### src/rtl/vga_timing_gen_if.sv
// Output bundle of the VGA timing generator: pixel enable in, timing and position out.
// FRAME_CNT exists only when VGA_FRAME_CNT_EN is defined.
interface vga_timing_gen_if #(
  parameter int HC_W = 10,
  parameter int VC_W = 10,
  parameter int PC_W = 19
);
  logic            CE;
  logic            PIXEL;
  logic            VGA_HS;
  logic            VGA_VS;
  logic [HC_W-1:0] H_CNT;
  logic [VC_W-1:0] V_CNT;
  logic [PC_W-1:0] P_COUNT;
  logic            LINE_START;
  logic            FRAME_START;
`ifdef VGA_FRAME_CNT_EN
  logic [7:0]      FRAME_CNT;
`endif

`ifdef VGA_FRAME_CNT_EN
  modport master (
    input  CE,
    output PIXEL, VGA_HS, VGA_VS, H_CNT, V_CNT, P_COUNT, LINE_START, FRAME_START, FRAME_CNT
  );
  modport slave (
    output CE,
    input  PIXEL, VGA_HS, VGA_VS, H_CNT, V_CNT, P_COUNT, LINE_START, FRAME_START, FRAME_CNT
  );
`else
  modport master (
    input  CE,
    output PIXEL, VGA_HS, VGA_VS, H_CNT, V_CNT, P_COUNT, LINE_START, FRAME_START
  );
  modport slave (
    output CE,
    input  PIXEL, VGA_HS, VGA_VS, H_CNT, V_CNT, P_COUNT, LINE_START, FRAME_START
  );
`endif
endinterface

### src/rtl/vga_timing_gen.sv
// Parametrised VGA timing generator with pixel clock-enable, sync polarity and start strobes.
// Optional 8-bit frame counter enabled by defining VGA_FRAME_CNT_EN.
module vga_timing_gen #(
  parameter int H_ACTIVE = 640,
  parameter int H_FP     = 16,
  parameter int H_SYNC   = 96,
  parameter int H_BP     = 48,
  parameter int V_ACTIVE = 480,
  parameter int V_FP     = 10,
  parameter int V_SYNC   = 2,
  parameter int V_BP     = 33,
  parameter bit HS_POL   = 1'b0,
  parameter bit VS_POL   = 1'b0,
  parameter int HC_W     = 10,
  parameter int VC_W     = 10,
  parameter int PC_W     = 19
) (
  input  logic VGA_CLK,
  input  logic RST,
  vga_timing_gen_if.master bus
);

  localparam int H_TOTAL = H_ACTIVE + H_FP + H_SYNC + H_BP;
  localparam int V_TOTAL = V_ACTIVE + V_FP + V_SYNC + V_BP;

  localparam logic [HC_W-1:0] H_LAST   = HC_W'(H_TOTAL - 1);
  localparam logic [HC_W-1:0] H_ACT    = HC_W'(H_ACTIVE);
  localparam logic [HC_W-1:0] HS_BEGIN = HC_W'(H_ACTIVE + H_FP);
  localparam logic [HC_W-1:0] HS_END   = HC_W'(H_ACTIVE + H_FP + H_SYNC);
  localparam logic [VC_W-1:0] V_LAST   = VC_W'(V_TOTAL - 1);
  localparam logic [VC_W-1:0] V_ACT    = VC_W'(V_ACTIVE);
  localparam logic [VC_W-1:0] VS_BEGIN = VC_W'(V_ACTIVE + V_FP);
  localparam logic [VC_W-1:0] VS_END   = VC_W'(V_ACTIVE + V_FP + V_SYNC);

  logic [HC_W-1:0] h_cnt_reg, h_cnt_next;
  logic [VC_W-1:0] v_cnt_reg, v_cnt_next;
  logic [PC_W-1:0] p_cnt_reg, p_cnt_next;
  logic            pixel_reg, pixel_next;
  logic            hs_reg, hs_next;
  logic            vs_reg, vs_next;
  logic            line_start_reg, frame_start_reg;
  logic            at_line_start, at_origin;

  // Position one step ahead; everything below is decoded from it so outputs align with the counters.
  always_comb begin
    h_cnt_next = h_cnt_reg + 1'b1;
    v_cnt_next = v_cnt_reg;
    if (h_cnt_reg == H_LAST) begin
      h_cnt_next = '0;
      v_cnt_next = (v_cnt_reg == V_LAST) ? '0 : v_cnt_reg + 1'b1;
    end
  end

  always_comb begin
    at_line_start = (h_cnt_next == '0);
    at_origin     = at_line_start && (v_cnt_next == '0);
    pixel_next    = (h_cnt_next < H_ACT) && (v_cnt_next < V_ACT);
    hs_next       = ((h_cnt_next >= HS_BEGIN) && (h_cnt_next < HS_END)) ? HS_POL : ~HS_POL;
    vs_next       = ((v_cnt_next >= VS_BEGIN) && (v_cnt_next < VS_END)) ? VS_POL : ~VS_POL;
    // Index advances only when landing on an active pixel, so it holds through blanking.
    p_cnt_next    = p_cnt_reg;
    if (at_origin) begin
      p_cnt_next = '0;
    end else if (pixel_next) begin
      p_cnt_next = p_cnt_reg + 1'b1;
    end
  end

  always_ff @(posedge VGA_CLK or negedge RST) begin
    if (!RST) begin
      h_cnt_reg       <= H_LAST;
      v_cnt_reg       <= V_LAST;
      p_cnt_reg       <= '0;
      pixel_reg       <= 1'b0;
      hs_reg          <= ~HS_POL;
      vs_reg          <= ~VS_POL;
      line_start_reg  <= 1'b0;
      frame_start_reg <= 1'b0;
    end else begin
      line_start_reg  <= bus.CE && at_line_start;
      frame_start_reg <= bus.CE && at_origin;
      if (bus.CE) begin
        h_cnt_reg <= h_cnt_next;
        v_cnt_reg <= v_cnt_next;
        p_cnt_reg <= p_cnt_next;
        pixel_reg <= pixel_next;
        hs_reg    <= hs_next;
        vs_reg    <= vs_next;
      end
    end
  end

`ifdef VGA_FRAME_CNT_EN
  logic [7:0] frame_cnt_reg;

  always_ff @(posedge VGA_CLK or negedge RST) begin
    if (!RST) begin
      frame_cnt_reg <= 8'd0;
    end else if (bus.CE && at_origin) begin
      frame_cnt_reg <= frame_cnt_reg + 8'd1;
    end
  end

  assign bus.FRAME_CNT = frame_cnt_reg;
`endif

  assign bus.H_CNT       = h_cnt_reg;
  assign bus.V_CNT       = v_cnt_reg;
  assign bus.P_COUNT     = p_cnt_reg;
  assign bus.PIXEL       = pixel_reg;
  assign bus.VGA_HS      = hs_reg;
  assign bus.VGA_VS      = vs_reg;
  assign bus.LINE_START  = line_start_reg;
  assign bus.FRAME_START = frame_start_reg;

endmodule

### src/flat_wrapper.sv
// flat-port wrapper written by rule: the top's interface ports become plain ports
module vga_timing_gen_flat 
#(
  parameter int H_ACTIVE = 640,
  parameter int H_FP     = 16,
  parameter int H_SYNC   = 96,
  parameter int H_BP     = 48,
  parameter int V_ACTIVE = 480,
  parameter int V_FP     = 10,
  parameter int V_SYNC   = 2,
  parameter int V_BP     = 33,
  parameter bit HS_POL   = 1'b0,
  parameter bit VS_POL   = 1'b0,
  parameter int HC_W     = 10,
  parameter int VC_W     = 10,
  parameter int PC_W     = 19
)
  (VGA_CLK, RST, bus_CE, bus_PIXEL, bus_VGA_HS, bus_VGA_VS, bus_H_CNT, bus_V_CNT, bus_P_COUNT, bus_LINE_START, bus_FRAME_START);
  vga_timing_gen_if #(.HC_W(HC_W), .VC_W(VC_W), .PC_W(PC_W)) bus_i ();
  input  logic VGA_CLK;
  input  logic RST;
  input wire logic [$bits(bus_i.CE)-1:0] bus_CE;
  output wire logic [$bits(bus_i.PIXEL)-1:0] bus_PIXEL;
  output wire logic [$bits(bus_i.VGA_HS)-1:0] bus_VGA_HS;
  output wire logic [$bits(bus_i.VGA_VS)-1:0] bus_VGA_VS;
  output wire logic [$bits(bus_i.H_CNT)-1:0] bus_H_CNT;
  output wire logic [$bits(bus_i.V_CNT)-1:0] bus_V_CNT;
  output wire logic [$bits(bus_i.P_COUNT)-1:0] bus_P_COUNT;
  output wire logic [$bits(bus_i.LINE_START)-1:0] bus_LINE_START;
  output wire logic [$bits(bus_i.FRAME_START)-1:0] bus_FRAME_START;
  assign bus_i.CE = bus_CE;
  assign bus_PIXEL = bus_i.PIXEL;
  assign bus_VGA_HS = bus_i.VGA_HS;
  assign bus_VGA_VS = bus_i.VGA_VS;
  assign bus_H_CNT = bus_i.H_CNT;
  assign bus_V_CNT = bus_i.V_CNT;
  assign bus_P_COUNT = bus_i.P_COUNT;
  assign bus_LINE_START = bus_i.LINE_START;
  assign bus_FRAME_START = bus_i.FRAME_START;
  vga_timing_gen #(.H_ACTIVE(H_ACTIVE), .H_FP(H_FP), .H_SYNC(H_SYNC), .H_BP(H_BP), .V_ACTIVE(V_ACTIVE), .V_FP(V_FP), .V_SYNC(V_SYNC), .V_BP(V_BP), .HS_POL(HS_POL), .VS_POL(VS_POL), .HC_W(HC_W), .VC_W(VC_W), .PC_W(PC_W)) u_core (.VGA_CLK(VGA_CLK), .RST(RST), .bus(bus_i));
endmodule
### config.mk
export PLATFORM = sky130hd
export DESIGN_NAME = vga_timing_gen_flat
export DESIGN_NICKNAME = d
export VERILOG_FILES = /design/src/rtl/vga_timing_gen_if.sv /design/src/rtl/vga_timing_gen.sv /design/src/flat_wrapper.sv
export SDC_FILE = /design/constraint.sdc
export NUM_CORES = 1
export LEC_CHECK = 0
export CELL_PAD_IN_SITES_DETAIL_PLACEMENT = 1
export CELL_PAD_IN_SITES_GLOBAL_PLACEMENT = 1
export CORE_MARGIN = 4
export CORE_UTILIZATION = 25
export CTS_CLUSTER_DIAMETER = 150
export CTS_CLUSTER_SIZE = 30
export DETAILED_ROUTE_END_ITERATION = 16
export PLACE_DENSITY = 0.58
export SYNTH_ARGS = -nofsm -noshare
export SYNTH_HDL_FRONTEND = slang
export SYNTH_SLANG_ARGS = --single-unit
### constraint.sdc
create_clock -name VGA_CLK -period 3.14 [get_ports VGA_CLK]
set_input_delay 0.628 -clock VGA_CLK [delete_from_list [all_inputs] [get_ports VGA_CLK]]
set_output_delay 0.628 -clock VGA_CLK [all_outputs]
set_load 0.01 [all_outputs]
; Word-level counts from Yosys, hierarchy flattened
; Cells that the tools add are included.
[totals]
register_bits = 44
latch_bits = 0
ramBits = 0
rom_bits = 0
input_bits = 3
output_inout_bits = 44
elab_cells = 36
memories = 0
[classes]
add_sub_neg = 3
mul = 0
div = 0
order_cmp = 6
eq_ne = 2
shift = 0
n_mux = 7
n_bitwise = 0
n_reduce_logical = 10
[op_table]
columns = op, count
row1 = $mux W19, 2
row2 = $mux W10, 3
row3 = $add A10 B1 Y10 const B, 2
row4 = $eq A10 B10 Y1 const B, 2
row5 = $logic_not A10 Y1, 2
row6 = $lt A10 B10 Y1 const B, 2
row7 = $lt A10 B9 Y1 const B, 2
row8 = $add A19 B1 Y19 const B, 1
row9 = $ge A10 B10 Y1 const B, 1
row10 = $ge A10 B9 Y1 const B, 1
row11 = $logic_and A1 B1 Y1, 6
row12 = $mux W1, 2
row13 = $reduce_and A2 Y1, 1
row14 = $reduce_bool A2 Y1, 1

; Logic depth before layout (Yosys ltp)
[logic_depth]
depth_word = 7
ltp_mapped = 12
mapped_depth_nobuf = 9

; Worst setup path after synthesis
; OpenSTA, ideal clock, no wires.
[synth_path]
path_type = register -> register
start = register u_core.h_cnt_reg[5] (netlist: u_core.bus.H_CNT[5])
end = register u_core.p_cnt_reg[9] (netlist: u_core.bus.P_COUNT[9])
setup_time_ps = 126
arrival_ps = 2773
required_time_ps = 3014
path_slack_ps = 241
stages_incl_launch_ff = 12
n_path_buf = 4
synth_period_minus_slack_ps = 2899
path_cell_list = dfrtp_1 -> buf_2 -> or4b_1 -> buf_6 -> nor4_4 -> nand3_1 -> a211oi_1 -> nand4_1 -> buf_2 -> nor2b_4 -> buf_6 -> a221o_1
[synth_between]
elab_chain_cells = 6
word_cells_on_any_way = 13
classes_between = add/sub: 1 / order compare: 2 / eq/ne: 1 / mux: 3 / reduce/logical: 6
[synth_rtl]
columns = element, line
row1 = start: declaration, vga_timing_gen.sv:35  ; logic [HC_W-1:0] h_cnt_reg, h_cnt_next;
row2 = start signal: assignment, vga_timing_gen.sv:83  ; h_cnt_reg <= h_cnt_next;
row3 = $add A10 B1 Y10 or $eq A10 B10 Y1 (tied branches), "vga_timing_gen.sv:46, vga_timing_gen.sv:48"
row4 = $mux W10, vga_timing_gen.sv:48  ; if (h_cnt_reg == H_LAST) begin
row5 = $lt A10 B10 Y1 (tied with other cells), vga_timing_gen.sv:57  ; pixel_next = (h_cnt_next < H_ACT) && (v_cnt_next < V_ACT);
row6 = "$logic_and A1 B1 Y1, on equally long branches", "vga_timing_gen.sv:57, vga_timing_gen.sv:56"
row7 = $reduce_bool A2 Y1 (no line), n/a
row8 = $reduce_and A2 Y1 (no line), n/a
row9 = end signal: assignment, vga_timing_gen.sv:85  ; p_cnt_reg <= p_cnt_next;
row10 = end: declaration, vga_timing_gen.sv:37  ; logic [PC_W-1:0] p_cnt_reg, p_cnt_next;
; Parallel ways exist; a longest one is shown, timed or not.
; A chain may end at the register's enable or synchronous reset.

; Worst setup path after layout
[layout_path]
start = register u_core.h_cnt_reg[0] (netlist: u_core.bus.H_CNT[0])
end = register u_core.p_cnt_reg[15] (netlist: u_core.bus.P_COUNT[15])
; The elaborated chain is that of the path after synthesis.

==> run_summary.xml <==
<?xml version="1.0" encoding="UTF-8"?>
<metrics>
  <group name="setup_path">
    <metric name="crit_arrival" unit="ns">3.21</metric>
    <metric name="setup.worst_path.start_class" unit="">flop</metric>
    <metric name="critical_path_type" unit="">flop to flop</metric>
    <metric name="reg2reg_depth" unit="">11</metric>
    <metric name="timing.critical_path.fanout_max" unit="">11</metric>
    <metric name="cp_num_buf_inv" unit="">3</metric>
    <metric name="cp_slowest_cell" unit="">sky130_fd_sc_hd__dfstp_2</metric>
    <metric name="cp_cell_sequence" unit="">ha_2, nand4_1, buf_4, nor3_2, buf_4, o21ai_1, a211oi_2, nand3_4, clkbuf_2, or4_1, a21oi_1</metric>
    <metric name="crit_path_end_kind" unit="">flop</metric>
    <metric name="crit_path_max_incr_delay" unit="ns">0.61</metric>
    <metric name="cpLargestDelayFamily" unit="">simple AND/OR/NAND/NOR gates</metric>
    <metric name="r2r_slack" unit="ns">0.14</metric>
    <metric name="logic_depth_of_the_worst_setup_path_including_buffers" unit="">11</metric>
    <metric name="critical-path-top-cell-by-count" unit="">sky130_fd_sc_hd__buf_4</metric>
    <metric name="worst_ep_required_time" unit="ns">3.35</metric>
  </group>
  <group name="floorplan">
    <metric name="design.die.area" unit="um2">13210</metric>
    <metric name="fp-row-count" unit="">38</metric>
    <metric name="design.core.area" unit="um2">11030</metric>
    <metric name="boundaryPins" unit="">47</metric>
    <metric name="die_w" unit="um">114.9</metric>
    <metric name="initial_core_util" unit="%">25.92</metric>
    <metric name="die_height" unit="um">114.9</metric>
  </group>
  <group name="sta">
    <metric name="fin_ws" unit="ns">0.1369</metric>
    <metric name="finClkSkew" unit="ns">0.006354</metric>
    <metric name="slew_headroom" unit="%">32.18</metric>
    <metric name="max_freq" unit="MHz">333.0</metric>
    <metric name="report.final.setup_viol" unit="">0</metric>
    <metric name="fin_crit" unit="ns">3.003</metric>
    <metric name="final-max-slew-violation-count" unit="">0</metric>
    <metric name="post-route-period-util" unit="%">95.64</metric>
    <metric name="holdWs" unit="ns">0.4693</metric>
    <metric name="endpoints_failing_hold" unit="">0</metric>
    <metric name="worst_slew_pin_slew" unit="ns">1.017</metric>
    <metric name="timing.setup.tns" unit="ns">0</metric>
  </group>
  <group name="clocking">
    <metric name="tritoncts" unit="">yes</metric>
    <metric name="clkSlewWorstSetupHoldPaths" unit="ns">0.06</metric>
    <metric name="tritoncts_num_sinks" unit="">44</metric>
    <metric name="htree_num_levels" unit="">2</metric>
    <metric name="cts_buffers" unit="">5</metric>
    <metric name="clock_tree.root_cell" unit="">sky130_fd_sc_hd__clkbuf_16</metric>
    <metric name="cts.hold.buffers_added" unit="">0</metric>
    <metric name="worstSkewPairLatency" unit="ns">0.29</metric>
    <metric name="clockBufferDepth" unit="">2</metric>
  </group>
  <group name="finish">
    <metric name="final_cell_mix" unit="">sky130_fd_sc_hd__clkdlybuf4s50_1, sky130_fd_sc_hd__nand2_1, sky130_fd_sc_hd__dfrtp_1</metric>
    <metric name="mostFrequentLayoutCell" unit="">sky130_fd_sc_hd__clkdlybuf4s50_1</metric>
    <metric name="finalNetCount" unit="">380</metric>
    <metric name="layout-drive-gt1-share" unit="%">14.75</metric>
    <metric name="multi_input_logic_area" unit="um2">1610</metric>
    <metric name="areaGrowthSynthToFinish" unit="%">30.90</metric>
    <metric name="post-route-cell-area" unit="um2">3742</metric>
    <metric name="antennaDiodeCount" unit="">0</metric>
    <metric name="final-seq-area" unit="um2">1116</metric>
    <metric name="fillers" unit="">1305</metric>
  </group>
  <group name="global_routing">
    <metric name="global_route_wire_length_before_repair" unit="um">14530</metric>
    <metric name="grt_pass1_vias" unit="">2772</metric>
    <metric name="grt.total_usage" unit="%">13.54</metric>
    <metric name="grt_max_degree" unit="">42</metric>
    <metric name="grt_antenna_before_repair" unit="">0</metric>
    <metric name="grt-ovfl-total" unit="">0</metric>
  </group>
  <group name="yosys">
    <metric name="yosys.area_share.simple" unit="%">27.88</metric>
    <metric name="synth_xor_area_share" unit="%">5.514</metric>
    <metric name="synth_nets" unit="">331</metric>
    <metric name="postSynth.asyncResetShare" unit="%">100.0</metric>
    <metric name="yosys-mux-area-fraction" unit="%">1.094</metric>
    <metric name="synth_area" unit="um2">2859</metric>
    <metric name="synth_area_in_adders" unit="%">2.538</metric>
    <metric name="syn-instance-count" unit="">323</metric>
    <metric name="synthesis.area_per_instance" unit="um2">8.851</metric>
    <metric name="synth_compound_gate_area_share" unit="%">18.29</metric>
    <metric name="yosys_warnings" unit="">0</metric>
    <metric name="synthFlopType" unit="">sky130_fd_sc_hd__dfrtp_1</metric>
    <metric name="yosys_register_bits" unit="">44</metric>
    <metric name="synth_top_family_by_area" unit="">simple AND/OR/NAND/NOR gates</metric>
    <metric name="synth_edf_count" unit="">0</metric>
    <metric name="netlist-cell-type-count" unit="">60</metric>
    <metric name="synth-seq-area-share" unit="%">39.04</metric>
  </group>
  <group name="pwr">
    <metric name="clock_power_share" unit="%">26.6</metric>
    <metric name="leakagePower" unit="nW">1.471</metric>
    <metric name="register_share_of_total_power" unit="%">37.5</metric>
    <metric name="internal_power" unit="mW">1.471</metric>
    <metric name="peakVddDrop" unit="uV">277.4</metric>
    <metric name="powerDensity" unit="nW/um2">610.4</metric>
    <metric name="netSwitchingPower" unit="mW">0.8136</metric>
    <metric name="power.share.switching" unit="%">35.61</metric>
    <metric name="power.total" unit="mW">2.284</metric>
    <metric name="comb_power_share" unit="%">35.9</metric>
  </group>
  <group name="routing">
    <metric name="routed_wirelength" unit="um">8792</metric>
    <metric name="wl_per_cell" unit="um">17.14</metric>
    <metric name="firstDrtPassIters" unit="">4</metric>
    <metric name="viasPerCell" unit="">5.205</metric>
    <metric name="dr_total_vias" unit="">2670</metric>
    <metric name="post_route_ant_nets" unit="">0</metric>
    <metric name="post_route_drc" unit="">0</metric>
    <metric name="initialDrtViolationCount" unit="">109</metric>
  </group>
  <group name="run_status">
    <metric name="outcome" unit="">complete, no violations</metric>
  </group>
  <group name="place">
    <metric name="place_hpwl" unit="um">6272</metric>
    <metric name="post_place_worst_slack" unit="ns">0.1045</metric>
    <metric name="routabilityCongestion" unit="">0.7775</metric>
    <metric name="io_buffer_count" unit="">46</metric>
    <metric name="placed_cell_area" unit="um2">3530</metric>
  </group>
  <group name="worst_hold_path">
    <metric name="kind_of_path_behind_the_tightest_hold_check" unit="">flop to flop</metric>
    <metric name="hold-path-cell-count" unit="">2</metric>
  </group>
  <group name="job">
    <metric name="cap_viol_max_count" unit="">0</metric>
  </group>
</metrics>
-- power groups by stage --
stage	registers [mW]	clock network [mW]	logic, mW
finish	0.856	0.608	0.821
global placement	0.859	0	0.795
CTS	0.853	0.625	0.814
floorplan	0.825	0	0.491
global route	0.881	0.653	0.909
detailed placement	0.862	0	0.809
-- sequential cells by signal (all words and copies together), names as in the netlist --
signal and count:
u_core.bus.V_CNT 10, u_core.bus.PIXEL 1, u_core.bus.H_CNT 10, u_core.bus.FRAME_START 1
u_core.bus.P_COUNT 19, u_core.bus.VGA_HS 1, u_core.bus.VGA_VS 1, u_core.bus.LINE_START 1
-- Yosys cell counts (9+ instances only) --
| library cell | number | area [um2] |
|---|---|---|
| sky130_fd_sc_hd__and3_1 | 14 | 87.58 |
| sky130_fd_sc_hd__o31ai_1 | 10 | 75.07 |
| sky130_fd_sc_hd__o21ai_0 | 20 | 100.1 |
| sky130_fd_sc_hd__xnor2_1 | 11 | 96.34 |
| sky130_fd_sc_hd__and2_1 | 9 | 56.30 |
| sky130_fd_sc_hd__dfstp_2 | 12 | 315.3 |
| sky130_fd_sc_hd__nand4_1 | 12 | 75.07 |
| sky130_fd_sc_hd__a22oi_1 | 9 | 67.56 |
| sky130_fd_sc_hd__nand3_1 | 18 | 90.09 |
| sky130_fd_sc_hd__dfrtp_1 | 32 | 800.8 |
| sky130_fd_sc_hd__nand2_1 | 32 | 120.1 |
| sky130_fd_sc_hd__inv_1 | 11 | 41.29 |
| sky130_fd_sc_hd__nor2_1 | 17 | 63.81 |
| sky130_fd_sc_hd__clkbuf_1 | 17 | 63.81 |
-- final timing paths --
kind / from / endpoint
setup / recovery: u_core.bus.H_CNT[0]$_DFFE_PN1P_ / u_core.bus.P_COUNT[15]$_DFFE_PN0P_
hold / removal: u_core.bus.VGA_VS$_DFFE_PN1P_ / u_core.bus.VGA_VS$_DFFE_PN1P_
setup reg to reg: u_core.bus.H_CNT[0]$_DFFE_PN1P_ / u_core.bus.P_COUNT[15]$_DFFE_PN0P_
hold reg to reg: u_core.bus.VGA_VS$_DFFE_PN1P_ / u_core.bus.VGA_VS$_DFFE_PN1P_
max in group asynchronous: RST / u_core.bus.H_CNT[1]$_DFFE_PN1P_
min in group asynchronous: RST / u_core.bus.H_CNT[6]$_DFFE_PN0P_
-- per-stage QoR --
| step | util [%] | cells |
|---|---|---|
| after detailed placement | 32.00 | 502 |
| final | 33.93 | 513 |
| after global routing | 33.93 | 513 |
| after CTS | 33.48 | 510 |
| after floorplan | - | 323 |
| after global placement | 32.00 | 502 |
-- final cells by class --
class | instances | share of cell area [%]
Clock buffer | 6 | 3.444
Inverter | 11 | 1.103
Timing Repair Buffer | 67 | 16.98
Clock inverter | 2 | 0.9361
Multi-Input combinational cell | 243 | 43.03
Tap cell | 140 | 4.681
Sequential cell | 44 | 29.82
-- tightest hold or removal path, delay by kind of cell, from the launching register on --
kind,cells,cell delay (ns)
buffers and inverters,1,0.04
flip-flops,1,0.37
AO/OA/AOI/OAI,1,0.06
-- routing by layer --
layer  GRT usage, %  share of wire [%]
met2          22.65                 49
met4          3.286               0.63
met3          1.789                2.3
met5              0                  0
met1          18.55                 48
-- cells by family after synthesis --
group / after synthesis
and+or+nand+nor: 143
muxes: 3
DFF: 44
buffers and inverters: 36
xor gates and xnor gates: 18
adders and majority gates: 6
AOI/OAI and AO/OA: 73
-- timing repair --
| item | 4_1_cts | 5_1_grt |
|---|---|---|
| buffers inserted | 0 | 3 |
| setup endpoints to repair | 0 | 17 |
| resized for setup | 0 | 6 |
Note: power is estimated with default switching activity, not from simulation.
